--- config.mk ---
export PLATFORM = sky130hd
export DESIGN_NAME = press_detect
export DESIGN_NICKNAME = d
export VERILOG_FILES = /design/src/rtl/genius_pkg.sv /design/src/rtl/press_detect.sv
export SDC_FILE = /design/constraint.sdc
export NUM_CORES = 1
export LEC_CHECK = 0
export BUFFER_PORTS_ARGS = -buffer_cell sky130_fd_sc_hd__buf_4
export CORE_AREA = 2 2 39 41
export DETAILED_ROUTE_END_ITERATION = 6
export DIE_AREA = 0 0 41 43
export PLACE_DENSITY = 0.33
export SLEW_MARGIN = 20
export SYNTH_ARGS = -nofsm -noshare
export SYNTH_HDL_FRONTEND = slang
export SYNTH_SLANG_ARGS = --single-unit
--- constraint.sdc ---
create_clock -name vclk -period 1
set_input_delay 0.15 -clock vclk [all_inputs]
set_output_delay 0.15 -clock vclk [all_outputs]
set_load 0.02 [all_outputs]
--- src/rtl/genius_pkg.sv ---
// Shared definitions for the sequence checker: key/round widths, the
// default inactivity limit and the checker state encoding.
package genius_pkg;

   localparam int KEY_W   = 4;
   localparam int ROUND_W = 4;

   // Inactivity limit per press, in clk cycles (used by the timeout option).
   localparam int DEFAULT_TIMEOUT_CYCLES = 50000000;

   typedef enum logic [1:0] {
      ST_IDLE         = 2'd0,
      ST_WAIT_RELEASE = 2'd1,
      ST_WAIT_PRESS   = 2'd2,
      ST_FAIL         = 2'd3
   } state_t;

endpackage

--- src/rtl/press_detect.sv ---
// Press qualification for the sequence checker. Purely combinational:
// tells the FSM whether the buttons are all released, whether something
// is pressed, and whether that press is exactly the expected colour.
// A multi-hot key is a press but never a correct one.
import genius_pkg::*;

module press_detect (
   input  logic [KEY_W-1:0] key,
   input  logic [KEY_W-1:0] seq_data,
   output logic             released,
   output logic             press,
   output logic             correct
);

   logic one_hot;

   // Classify the current key value against the expected colour.
   always_comb begin
      released = (key == '0);
      press    = !released;
      one_hot  = press && ((key & (key - KEY_W'(1))) == '0);
      correct  = one_hot && (key == seq_data);
   end

endmodule

==> flow_summary.html, run 1 <==
<table>
<tr><th>Metric</th><th>Value</th></tr>
<tr><th colspan="2">Logic synthesis</th></tr>
<tr><td>Most common cell in the synthesized netlist</td><td>sky130_fd_sc_hd__inv_1</td></tr>
<tr><td>Post-synthesis instance area</td><td>90.1 um^2</td></tr>
<tr><td>Cell type contributing the most total cell area after synthesis</td><td>sky130_fd_sc_hd__xor2_1</td></tr>
<tr><td>Synth top area cells</td><td>sky130_fd_sc_hd__xor2_1, sky130_fd_sc_hd__inv_1, sky130_fd_sc_hd__o221a_1</td></tr>
<tr><td>Fraction of the yosys area taken by sequential cells</td><td>0%</td></tr>
<tr><td>Post-synthesis cell count</td><td>14</td></tr>
<tr><td>Syn avg cell area</td><td>6.43 um^2</td></tr>
<tr><td>List of most frequent post-synthesis cells</td><td>sky130_fd_sc_hd__inv_1, sky130_fd_sc_hd__nor3_1, sky130_fd_sc_hd__xor2_1</td></tr>
<tr><td>Top cell type's share of synthesized area</td><td>between 10% and 20%</td></tr>
<tr><td>Post-synthesis net count</td><td>22</td></tr>
<tr><td>Total of warnings raised by yosys</td><td>0</td></tr>
<tr><td>Library cells used by synthesis</td><td>10</td></tr>
<tr><th colspan="2">STA</th></tr>
<tr><td>Tightest hold margin</td><td>around 0.60 ns</td></tr>
<tr><td>Unrepaired setup endpoints after global routing</td><td>true</td></tr>
<tr><td>Number of hold-slack violations in the final timing report</td><td>0</td></tr>
<tr><td>Final Max Slew Viols</td><td>0</td></tr>
<tr><td>Setup violations, final</td><td>1</td></tr>
<tr><td>Achievable Freq</td><td>~920 MHz</td></tr>
<tr><td>Slew of the pin with the lowest slew margin</td><td>~0.21 ns</td></tr>
<tr><td>Setup tns final</td><td>-0.0814 ns</td></tr>
<tr><td>Final critical delay including setup and external delays</td><td>1.08 ns</td></tr>
<tr><td>Tcrit/Tclk final</td><td>108%</td></tr>
<tr><td>Remaining max-slew budget at the tightest pin</td><td>a little under nine tenths</td></tr>
<tr><td>Slack of the critical path</td><td>-0.0814 ns</td></tr>
<tr><th colspan="2">Power and ir drop</th></tr>
<tr><td>Total power</td><td>approximately 0.10 mW</td></tr>
<tr><td>Power per Cell Area</td><td>about 350 nW/um^2</td></tr>
<tr><td>Peak VDD IR</td><td>roughly 0.00015 V</td></tr>
<tr><td>Static leakage</td><td>approximately 0.13 nW</td></tr>
<tr><th colspan="2">Floorplanning</th></tr>
<tr><td>Horizontal extent of the die</td><td>about 40 um</td></tr>
<tr><td>Placeable Area</td><td>about 1400 um^2</td></tr>
<tr><td>Standard-cell row count</td><td>14</td></tr>
<tr><td>Starting density of the core</td><td>6.51%</td></tr>
<tr><td>Chip Height</td><td>around 43 um</td></tr>
<tr><td>Die Footprint</td><td>1760 um^2</td></tr>
<tr><td>Count of boundary I/O pins</td><td>11</td></tr>
<tr><th colspan="2">Placement</th></tr>
<tr><td>Gpl congestion</td><td>0.592</td></tr>
<tr><td>Number of port buffers</td><td>11</td></tr>
<tr><td>DP Wirelength</td><td>312 um</td></tr>
<tr><td>Post-Place Cells</td><td>44</td></tr>
<tr><th colspan="2">Route</th></tr>
<tr><td>Remaining routing DRC violations</td><td>0</td></tr>
<tr><td>Detailed-routing iteration count for the pre-antenna-repair pass</td><td>4</td></tr>
<tr><td>DRT Wirelength</td><td>roughly 350 um</td></tr>
<tr><td>Number of violations reported at the end of detailed-routing iteration 0</td><td>2</td></tr>
<tr><td>Remaining number of nets flagged by the antenna check after routing</td><td>0</td></tr>
<tr><td>Average wire length per cell after detail routing</td><td>between 8 and 9 um</td></tr>
<tr><td>Overall via count from detail_route</td><td>152</td></tr>
<tr><td>Vias per inst</td><td>3.45</td></tr>
<tr><th colspan="2">Layout</th></tr>
<tr><td>CLK BUF</td><td>0</td></tr>
<tr><td>NumNets Final</td><td>38</td></tr>
<tr><td>Diodes inserted</td><td>0</td></tr>
<tr><td>Fraction of final layout cells with drive strength greater than 1</td><td>just over 60%</td></tr>
<tr><td>Count of sequential standard cells</td><td>0</td></tr>
<tr><td>Number of cells in the finished layout apart from fillers</td><td>44</td></tr>
<tr><td>Fillcell total</td><td>about 140</td></tr>
<tr><td>Synth-to-Final Area Change</td><td>217%</td></tr>
<tr><td>Register Area</td><td>0 um^2</td></tr>
<tr><th colspan="2">Global route</th></tr>
<tr><td>Wire length of the first global-routing pass</td><td>between 600 and 700 um</td></tr>
<tr><td>Largest net degree at the start of global routing</td><td>6</td></tr>
<tr><td>Residual overflow from global routing</td><td>0</td></tr>
<tr><td>Number of global-route vias before repair</td><td>159</td></tr>
<tr><td>GRT Total Usage</td><td>4.80%</td></tr>
<tr><td>Antenna violations before repair</td><td>0</td></tr>
<tr><th colspan="2">Setup path</th></tr>
<tr><td>Library cell contributing the largest single delay on the critical path</td><td>sky130_fd_sc_hd__o221a_1</td></tr>
<tr><td>Type of element launching the critical path</td><td>input port</td></tr>
<tr><td>Largest delay share family, worst path</td><td>compound AO/OA/AOI/OAI gates</td></tr>
<tr><td>Worst Path Required</td><td>0.85 ns</td></tr>
<tr><td>Signal arrival time at the worst endpoint</td><td>between 0.9 and 1 ns</td></tr>
<tr><td>Crit-path cells</td><td>buf_8 -&gt; xor2_1 -&gt; a221oi_1 -&gt; o221a_1 -&gt; buf_6</td></tr>
<tr><td>Worst path max stage delay</td><td>around 0.23 ns</td></tr>
<tr><td>CP Buf/Inv Count</td><td>2</td></tr>
<tr><td>Launching instance or port of the critical path</td><td>key[0]</td></tr>
<tr><td>Type of the worst setup path</td><td>input port to output pin</td></tr>
<tr><td>Critical path destination</td><td>correct</td></tr>
<tr><td>Endpoint kind of the worst setup timing path</td><td>output pin</td></tr>
<tr><td>Logic depth of the worst path, buffers included</td><td>5</td></tr>
<tr><td>Critical Path Fanout Max</td><td>4</td></tr>
<tr><th colspan="2">Clocking</th></tr>
<tr><td>Cts-stage hold buffer count</td><td>0</td></tr>
<tr><th colspan="2">Job</th></tr>
<tr><td># Max-Cap Violations</td><td>0</td></tr>
<tr><th colspan="2">Worst hold path</th></tr>
<tr><td>Tightest Hold Check Type</td><td>input port to output pin</td></tr>
<tr><th colspan="2">Run status</th></tr>
<tr><td>Run status</td><td>finished, violations left</td></tr>
<tr><td>Failing checks</td><td>negative setup slack</td></tr>
</table>
[placed cells by master (no fill, tap or decap)]
cell | netlist | final
sky130_fd_sc_hd__buf_6 | 0 | 5
sky130_fd_sc_hd__buf_4 | 0 | 7
sky130_fd_sc_hd__o21a_1 | 1 | 1
sky130_fd_sc_hd__nor4_4 | 0 | 1
sky130_fd_sc_hd__buf_12 | 0 | 1
sky130_fd_sc_hd__nor3_4 | 0 | 1
sky130_fd_sc_hd__inv_1 | 3 | 3
sky130_fd_sc_hd__o221a_1 | 1 | 1
sky130_fd_sc_hd__xor2_1 | 2 | 2
sky130_fd_sc_hd__and3_1 | 1 | 1
sky130_fd_sc_hd__nor2_1 | 1 | 1
sky130_fd_sc_hd__nor3b_1 | 1 | 1
sky130_fd_sc_hd__buf_8 | 0 | 1
sky130_fd_sc_hd__a221oi_1 | 1 | 1
sky130_fd_sc_hd__nor3_2 | 0 | 1
[cell type report]
cell class,count,area (um^2),area share [%]
Timing Repair Buffer,14,144,50.4
Multi-Input combinational cell,11,110,38.6
Tap cell,16,20.0,7.02
Inverter,3,11.3,3.95
[power breakdown]
group	switching [mW]	internal [mW]
registers	0	0
logic	0.0391	0.0606
clock network	0	0
[kinds of logic (layout without fill, tap and decap cells)]
group,after synthesis,in the layout,share of synthesized area [%]
compound gates,3,3,30.6
xor+xnor,2,2,19.4
simple gates,6,6,37.5
buf+inv,3,17,12.5
[per-stage QoR]
step,utilization (%),cell area [um^2],worst slack [ns]
after floorplan,-,105,0.0453
after global placement,16.6,230,-0.135
after detailed placement,16.6,230,-0.160
after CTS,20.0,277,-0.0935
after global routing,20.6,285,-0.138
final,20.6,285,-0.0814
[worst min-delay path by stage]
stage / start / endpoint / slack [ns] / cells after the start
2_1_floorplan: key[3] / released / 0.33 / 1
3_3_place_gp: key[1] / released / 0.60 / 3
3_5_place_dp: key[1] / released / 0.60 / 3
4_1_cts: key[1] / released / 0.61 / 3
5_1_grt: key[1] / released / 0.63 / 3
6_report: key[1] / released / 0.60 / 3
[repair_timing]
action,in CTS,in global routing
pin swaps,5,0
setup endpoints to repair,3,3
gates resized for setup,11,2
setup buffers,0,0
[layer usage]
metal  routed length, um  global-route usage [%]  vias to the layer above
li1                    -                       -                       80
met1                 174                    7.94                       61
met2                 105                    6.88                       11
met3                  74                   0.524                        0
met4                   0                       0                        0
met5                   0                       0                        -
Power figures use the tool's default switching activity.
==> run 2, diff against run 1 <==
==> constraint.sdc (replaced) <==
create_clock -name vclk -period 1.05
set_input_delay 0.1575 -clock vclk [all_inputs]
set_output_delay 0.1575 -clock vclk [all_outputs]
set_load 0.02 [all_outputs]
==> run 2 against run 1 <==
Compared with the run above: the flow still finishes with violations (negative setup slack); non-clock buffer count shrank 2; critical endpoint unchanged; core utilization shrank 2.1 points; via count is 2.0% higher; global-route usage shrank 1.5 points; final cell count shrank 4.5%.
==> flow_summary.html, run 2 (synthesized netlist as in run 1, its figures left out) <==
<table>
<tr><th>Metric</th><th>Value</th></tr>
<tr><th colspan="2">Layout</th></tr>
<tr><td>NumNets Final</td><td>36</td></tr>
<tr><td>CLK BUF</td><td>0</td></tr>
<tr><td>Number of cells in the finished layout apart from fillers</td><td>42</td></tr>
<tr><td>Register Area</td><td>0 um^2</td></tr>
<tr><td>Synth-to-Final Area Change</td><td>185%</td></tr>
<tr><td>Count of sequential standard cells</td><td>0</td></tr>
<tr><td>Fraction of final layout cells with drive strength greater than 1</td><td>just over 60%</td></tr>
<tr><td>Diodes inserted</td><td>0</td></tr>
<tr><td>Post-layout utilization of the core</td><td>18.5%</td></tr>
<tr><td>Most common cell after layout, fill and taps aside</td><td>sky130_fd_sc_hd__buf_4</td></tr>
<tr><td>Top library cells by usage in the layout, fill and taps aside</td><td>sky130_fd_sc_hd__buf_4, sky130_fd_sc_hd__inv_1, sky130_fd_sc_hd__buf_6</td></tr>
<tr><th colspan="2">STA</th></tr>
<tr><td>Tcrit/Tclk final</td><td>104%</td></tr>
<tr><td>Slew of the pin with the lowest slew margin</td><td>around 0.21 ns</td></tr>
<tr><td>Remaining max-slew budget at the tightest pin</td><td>85.9%</td></tr>
<tr><td>Final critical delay including setup and external delays</td><td>1.09 ns</td></tr>
<tr><td>Unrepaired setup endpoints after global routing</td><td>true</td></tr>
<tr><td>Number of hold-slack violations in the final timing report</td><td>0</td></tr>
<tr><td>Achievable Freq</td><td>roughly 910 MHz</td></tr>
<tr><td>Slack of the critical path</td><td>-0.0443 ns</td></tr>
<tr><td>Final Max Slew Viols</td><td>0</td></tr>
<tr><td>Setup violations, final</td><td>1</td></tr>
<tr><th colspan="2">Global route</th></tr>
<tr><td>Residual overflow from global routing</td><td>0</td></tr>
<tr><td>Wire length of the first global-routing pass</td><td>around 430 um</td></tr>
<tr><td>Largest net degree at the start of global routing</td><td>6</td></tr>
<tr><td>Number of global-route vias before repair</td><td>around 110</td></tr>
<tr><td>GRT Total Usage</td><td>under 10%</td></tr>
<tr><td>Antenna violations before repair</td><td>0</td></tr>
<tr><th colspan="2">Floorplanning</th></tr>
<tr><td>Horizontal extent of the die</td><td>between 40 and 50 um</td></tr>
<tr><td>Standard-cell row count</td><td>14</td></tr>
<tr><td>Chip Height</td><td>43 um</td></tr>
<tr><td>Die Footprint</td><td>about 1800 um^2</td></tr>
<tr><td>Count of boundary I/O pins</td><td>11</td></tr>
<tr><td>Placeable Area</td><td>around 1400 um^2</td></tr>
<tr><td>Starting density of the core</td><td>about 6.5%</td></tr>
<tr><th colspan="2">Route</th></tr>
<tr><td>Overall via count from detail_route</td><td>around 160</td></tr>
<tr><td>Remaining number of nets flagged by the antenna check after routing</td><td>0</td></tr>
<tr><td>DRT Wirelength</td><td>374 um</td></tr>
<tr><td>Average wire length per cell after detail routing</td><td>around 8.9 um</td></tr>
<tr><td>Remaining routing DRC violations</td><td>0</td></tr>
<tr><td>Detailed-routing iteration count for the pre-antenna-repair pass</td><td>1</td></tr>
<tr><td>Vias per inst</td><td>~3.7</td></tr>
<tr><td>Number of violations reported at the end of detailed-routing iteration 0</td><td>0</td></tr>
<tr><th colspan="2">Worst hold path</th></tr>
<tr><td>Worst Hold Path EP</td><td>released</td></tr>
<tr><td>Tightest Hold Check Type</td><td>input port to output pin</td></tr>
<tr><td>Hold Crit Start</td><td>key[2]</td></tr>
<tr><td>Hold path depth</td><td>3</td></tr>
<tr><th colspan="2">Placement</th></tr>
<tr><td>Number of port buffers</td><td>11</td></tr>
<tr><td>DP Wirelength</td><td>just over 300 um</td></tr>
<tr><td>Worst setup slack after placement</td><td>-0.126 ns</td></tr>
<tr><td>Gpl congestion</td><td>about 0.6</td></tr>
<tr><td>Post-Place Cells</td><td>42</td></tr>
<tr><th colspan="2">Clocking</th></tr>
<tr><td>Buffer count from post-CTS setup fixing</td><td>0</td></tr>
<tr><td>Cts-stage hold buffer count</td><td>0</td></tr>
<tr><th colspan="2">Setup path</th></tr>
<tr><td>CP Buf/Inv Count</td><td>2</td></tr>
<tr><td>Crit-path cells</td><td>buf_6 -&gt; nor3_4 -&gt; and3_1 -&gt; o221a_1 -&gt; buf_6</td></tr>
<tr><td>Critical Path Fanout Max</td><td>5</td></tr>
<tr><td>Endpoint kind of the worst setup timing path</td><td>output pin</td></tr>
<tr><td>Type of the worst setup path</td><td>input port to output pin</td></tr>
<tr><td>Type of element launching the critical path</td><td>input port</td></tr>
<tr><td>Signal arrival time at the worst endpoint</td><td>0.94 ns</td></tr>
<tr><td>Worst Path Required</td><td>0.89 ns</td></tr>
<tr><td>Worst path max stage delay</td><td>0.19 ns</td></tr>
<tr><td>Library cell contributing the largest single delay on the critical path</td><td>sky130_fd_sc_hd__nor3_4</td></tr>
<tr><td>Largest delay share family, worst path</td><td>simple AND/OR/NAND/NOR gates</td></tr>
<tr><td>Most prevalent standard cell on the critical path</td><td>sky130_fd_sc_hd__buf_6</td></tr>
<tr><th colspan="2">Run status</th></tr>
<tr><td>Run status</td><td>finished, violations left</td></tr>
<tr><td>Failing checks</td><td>negative setup slack</td></tr>
<tr><th colspan="2">Power and ir drop</th></tr>
<tr><td>Reg power frac</td><td>0%</td></tr>
<tr><td>Static leakage</td><td>~0.11 nW</td></tr>
<tr><td>Logic pwr share</td><td>between 90% and 100%</td></tr>
<tr><td>Switching fraction of total power</td><td>45.5%</td></tr>
<tr><td>Switching pwr</td><td>0.0397 mW</td></tr>
<tr><td>Power per Cell Area</td><td>between 300 and 400 nW/um^2</td></tr>
<tr><td>Clock group share of total power</td><td>0%</td></tr>
<tr><td>Internal power</td><td>0.0477 mW</td></tr>
<tr><td>Peak VDD IR</td><td>approximately 0.00012 V</td></tr>
<tr><th colspan="2">Job</th></tr>
<tr><td># Max-Cap Violations</td><td>0</td></tr>
</table>
==> run 2: changes by cell type in the layout (fill, tap and decap cells not counted), sizes merged <==
| cell | previous run | this run |
|---|---|---|
| buf | 14 | 12 |
==> run 2: stage by stage <==
stage                     instance area (um^2)  hold WS (ns)  setup TNS [ns]  power [mW]
final                                      256         0.611         -0.0443      0.0874
after global routing                       256         0.630          -0.125      0.0950
after CTS                                  235         0.620         -0.0827      0.0770
after detailed placement                   215         0.619          -0.133      0.0709
after global placement                     215         0.618          -0.106      0.0695
after floorplan                            105         0.347               0      0.0241
==> run 2: metal layers <==
layer	global-route usage [%]	vias to the layer above	part of all wire, %
met2	4.38	11	34
met5	0	-	0
li1	-	77	-
met1	5.70	67	49
met3	0.524	0	16
met4	0	0	0
==> run 2: power by group through the flow <==
stage / Clock (mW) / Sequential (mW) / Combinational [mW]
finish: 0 / 0 / 0.0874
global route: 0 / 0 / 0.0950
CTS: 0 / 0 / 0.0770
detailed placement: 0 / 0 / 0.0709
global placement: 0 / 0 / 0.0695
floorplan: 0 / 0 / 0.0241
==> run 2: final cells by class <==
type	instances	area [um^2]
Fill cell	158	1130
Inverter	3	11.3
Multi-Input combinational cell	11	116
Tap cell	16	20.0
Timing Repair Buffer	12	109
==> run 2: worst min-delay path, delay by kind of cell <==
family,cells,cell delay [ns]
and+or+nand+nor,1,0.05
buffers and inverters,2,0.24
==> run 2: worst max-delay path by stage <==
stage                           start      end  depth (start not counted)
after floorplan                key[0]  correct                          3
after global placement         key[2]  correct                          5
after detailed placement       key[0]  correct                          5
after CTS                 seq_data[0]  correct                          5
after global routing           key[0]  correct                          5
final                          key[2]  correct                          5
==> run 2: repair_timing <==
| item | 4_1_cts | 5_1_grt |
|---|---|---|
| endpoints found under the setup margin | 2 | 2 |
| resized for setup | 5 | 4 |
| pin swaps | 1 | 5 |
==> run 3, diff against run 2 <==
--- a/config.mk
+++ b/config.mk
@@ -5,11 +5,11 @@
 export SDC_FILE = /design/constraint.sdc
 export NUM_CORES = 1
 export LEC_CHECK = 0
-export BUFFER_PORTS_ARGS = -buffer_cell sky130_fd_sc_hd__buf_4
 export CORE_AREA = 2 2 39 41
 export DETAILED_ROUTE_END_ITERATION = 6
 export DIE_AREA = 0 0 41 43
-export PLACE_DENSITY = 0.33
+export DONT_BUFFER_PORTS = 1
+export PLACE_DENSITY = 0.3
 export SLEW_MARGIN = 20
 export SYNTH_ARGS = -nofsm -noshare
 export SYNTH_HDL_FRONTEND = slang
==> run 3 against run 2 <==
Compared with the run above: the flow now finishes without violations; die area did not move; non-clock buffer count is 11 lower; fmax rose by 12%; sequential share of layout area unchanged; wire length shrank 16%; power decreased by 68%; clock-buffer cell count unchanged; worst setup slack gained 0.12 ns; via count decreased by 30%; sequential cell count unchanged; combinational power decreased by 68%; global-route usage rose by 0.70 points.
==> flow_summary.html, run 3 (synthesized netlist as in run 1, its figures left out) <==
<table>
<tr><th>Metric</th><th>Value</th></tr>
<tr><th colspan="2">Run status</th></tr>
<tr><td>Run status</td><td>complete, no violations</td></tr>
<tr><th colspan="2">Clocking</th></tr>
<tr><td>Cts-stage hold buffer count</td><td>0</td></tr>
<tr><td>Buffer count from post-CTS setup fixing</td><td>0</td></tr>
<tr><th colspan="2">STA</th></tr>
<tr><td>Setup violations, final</td><td>0</td></tr>
<tr><td>Slack of the critical path</td><td>0.0741 ns</td></tr>
<tr><td>Slew of the pin with the lowest slew margin</td><td>around 0.21 ns</td></tr>
<tr><td>Unrepaired setup endpoints after global routing</td><td>false</td></tr>
<tr><td>Number of hold-slack violations in the final timing report</td><td>0</td></tr>
<tr><td>Tcrit/Tclk final</td><td>92.9%</td></tr>
<tr><td>Tightest hold margin</td><td>approximately 0.47 ns</td></tr>
<tr><td>Final Max Slew Viols</td><td>0</td></tr>
<tr><td>Setup tns final</td><td>0 ns</td></tr>
<tr><td>Final critical delay including setup and external delays</td><td>0.976 ns</td></tr>
<tr><td>Achievable Freq</td><td>1020 MHz</td></tr>
<tr><td>Remaining max-slew budget at the tightest pin</td><td>between 80% and 90%</td></tr>
<tr><th colspan="2">Power and ir drop</th></tr>
<tr><td>Reg power frac</td><td>0%</td></tr>
<tr><td>Switching pwr</td><td>between 0.01 and 0.015 mW</td></tr>
<tr><td>Internal power</td><td>between 0.015 and 0.02 mW</td></tr>
<tr><td>Peak VDD IR</td><td>about 0.000034 V</td></tr>
<tr><td>Logic pwr share</td><td>100.0%</td></tr>
<tr><td>Total power</td><td>0.0277 mW</td></tr>
<tr><td>Static leakage</td><td>0.0511 nW</td></tr>
<tr><td>Clock group share of total power</td><td>0%</td></tr>
<tr><td>Switching fraction of total power</td><td>~45%</td></tr>
<tr><td>Power per Cell Area</td><td>approximately 210 nW/um^2</td></tr>
<tr><th colspan="2">Global route</th></tr>
<tr><td>Antenna violations before repair</td><td>0</td></tr>
<tr><td>Largest net degree at the start of global routing</td><td>6</td></tr>
<tr><td>Wire length of the first global-routing pass</td><td>around 490 um</td></tr>
<tr><td>GRT Total Usage</td><td>under 10%</td></tr>
<tr><td>Residual overflow from global routing</td><td>0</td></tr>
<tr><td>Number of global-route vias before repair</td><td>110</td></tr>
<tr><th colspan="2">Route</th></tr>
<tr><td>Number of violations reported at the end of detailed-routing iteration 0</td><td>1</td></tr>
<tr><td>DRT Wirelength</td><td>313 um</td></tr>
<tr><td>Vias per inst</td><td>roughly 3.5</td></tr>
<tr><td>Remaining number of nets flagged by the antenna check after routing</td><td>0</td></tr>
<tr><td>Overall via count from detail_route</td><td>around 110</td></tr>
<tr><td>Remaining routing DRC violations</td><td>0</td></tr>
<tr><td>Detailed-routing iteration count for the pre-antenna-repair pass</td><td>4</td></tr>
<tr><td>Average wire length per cell after detail routing</td><td>slightly above 10 um</td></tr>
<tr><th colspan="2">Floorplanning</th></tr>
<tr><td>Placeable Area</td><td>1380 um^2</td></tr>
<tr><td>Chip Height</td><td>about 43 um</td></tr>
<tr><td>Starting density of the core</td><td>6.51%</td></tr>
<tr><td>Count of boundary I/O pins</td><td>11</td></tr>
<tr><td>Die Footprint</td><td>about 1800 um^2</td></tr>
<tr><td>Standard-cell row count</td><td>14</td></tr>
<tr><td>Horizontal extent of the die</td><td>slightly above 40 um</td></tr>
<tr><th colspan="2">Placement</th></tr>
<tr><td>DP Wirelength</td><td>about 300 um</td></tr>
<tr><td>Gpl congestion</td><td>between 0.5 and 0.6</td></tr>
<tr><td>Post-Place Cells</td><td>31</td></tr>
<tr><td>Cell area after placement</td><td>133 um^2</td></tr>
<tr><td>Number of port buffers</td><td>0</td></tr>
<tr><td>Worst setup slack after placement</td><td>0.0186 ns</td></tr>
<tr><th colspan="2">Layout</th></tr>
<tr><td>Diodes inserted</td><td>0</td></tr>
<tr><td>Most common cell after layout, fill and taps aside</td><td>sky130_fd_sc_hd__inv_1</td></tr>
<tr><td>Synth-to-Final Area Change</td><td>47.2%</td></tr>
<tr><td>Register Area</td><td>0 um^2</td></tr>
<tr><td>Count of sequential standard cells</td><td>0</td></tr>
<tr><td>Post-layout utilization of the core</td><td>a little under a tenth</td></tr>
<tr><td>Fraction of final layout cells with drive strength greater than 1</td><td>between 20% and 30%</td></tr>
<tr><td>Final Instance Area</td><td>between 100 and 150 um^2</td></tr>
<tr><td>CLK BUF</td><td>0</td></tr>
<tr><td>Number of cells in the finished layout apart from fillers</td><td>31</td></tr>
<tr><td>Top library cells by usage in the layout, fill and taps aside</td><td>sky130_fd_sc_hd__inv_1, sky130_fd_sc_hd__xor2_1, sky130_fd_sc_hd__nor3_1</td></tr>
<tr><td>NumNets Final</td><td>25</td></tr>
<tr><th colspan="2">Setup path</th></tr>
<tr><td>Worst Path Required</td><td>about 0.9 ns</td></tr>
<tr><td>Critical path destination</td><td>correct</td></tr>
<tr><td>Signal arrival time at the worst endpoint</td><td>0.82 ns</td></tr>
<tr><td>Launching instance or port of the critical path</td><td>key[0]</td></tr>
<tr><td>Type of the worst setup path</td><td>input port to output pin</td></tr>
<tr><td>Endpoint kind of the worst setup timing path</td><td>output pin</td></tr>
<tr><td>Critical Path Fanout Max</td><td>4</td></tr>
<tr><td>Type of element launching the critical path</td><td>input port</td></tr>
<tr><th colspan="2">Job</th></tr>
<tr><td># Max-Cap Violations</td><td>0</td></tr>
<tr><th colspan="2">Worst hold path</th></tr>
<tr><td>Tightest Hold Check Type</td><td>input port to output pin</td></tr>
</table>
[run 3: changes by cell type in the layout (fill, tap and decap cells not counted)]
| cell | change |
|---|---|
| sky130_fd_sc_hd__buf_6 | -3 |
| sky130_fd_sc_hd__buf_4 | -7 |
| sky130_fd_sc_hd__o221a_2 | +1 |
| sky130_fd_sc_hd__nor3_1 | +2 |
| sky130_fd_sc_hd__nor3_4 | -1 |
| sky130_fd_sc_hd__nor3_2 | -1 |
| sky130_fd_sc_hd__buf_8 | -1 |
| sky130_fd_sc_hd__a221oi_2 | -1 |
| sky130_fd_sc_hd__o221a_1 | -1 |
| sky130_fd_sc_hd__a221oi_1 | +1 |
[run 3: worst min-delay path by stage]
| stage | start | to | slack [ns] | cells after the start |
|---|---|---|---|---|
| global route | key[3] | released | 0.49 | 2 |
| finish | key[3] | press | 0.47 | 2 |
| floorplan | key[3] | released | 0.35 | 1 |
| detailed placement | key[3] | released | 0.47 | 2 |
| global placement | key[3] | released | 0.48 | 2 |
| CTS | key[3] | released | 0.47 | 2 |
[run 3: timing repair]
action                                  4_1_cts  5_1_grt
hold endpoints to repair                      0        0
endpoints found under the setup margin        0        1
gates resized for setup                       0        1
[run 3: routing by layer]
layer / global-route usage (%) / share of wire (%)
met1: 4.75 / 32
met2: 3.13 / 23
met3: 7.85 / 45
met4: 0 / 0
met5: 0 / 0
[run 3: final cells by class]
type / count / area [um^2]
inverter: 3 / 11.3
multi-input combinational: 11 / 93.8
timing repair buffer: 1 / 7.51
fill: 153 / 1250
tap: 16 / 20.0
[run 3: worst max-delay path: stages]
cell and delay (ns):
sky130_fd_sc_hd__nor3_1 0.21, sky130_fd_sc_hd__and3_1 0.19, sky130_fd_sc_hd__o221a_2 0.26
[run 3: power groups by stage]
stage | sequential, mW | clock (mW) | combinational, mW
6_report | 0 | 0 | 0.0277
5_1_grt | 0 | 0 | 0.0313
4_1_cts | 0 | 0 | 0.0278
3_5_place_dp | 0 | 0 | 0.0277
3_3_place_gp | 0 | 0 | 0.0271
2_1_floorplan | 0 | 0 | 0.0241
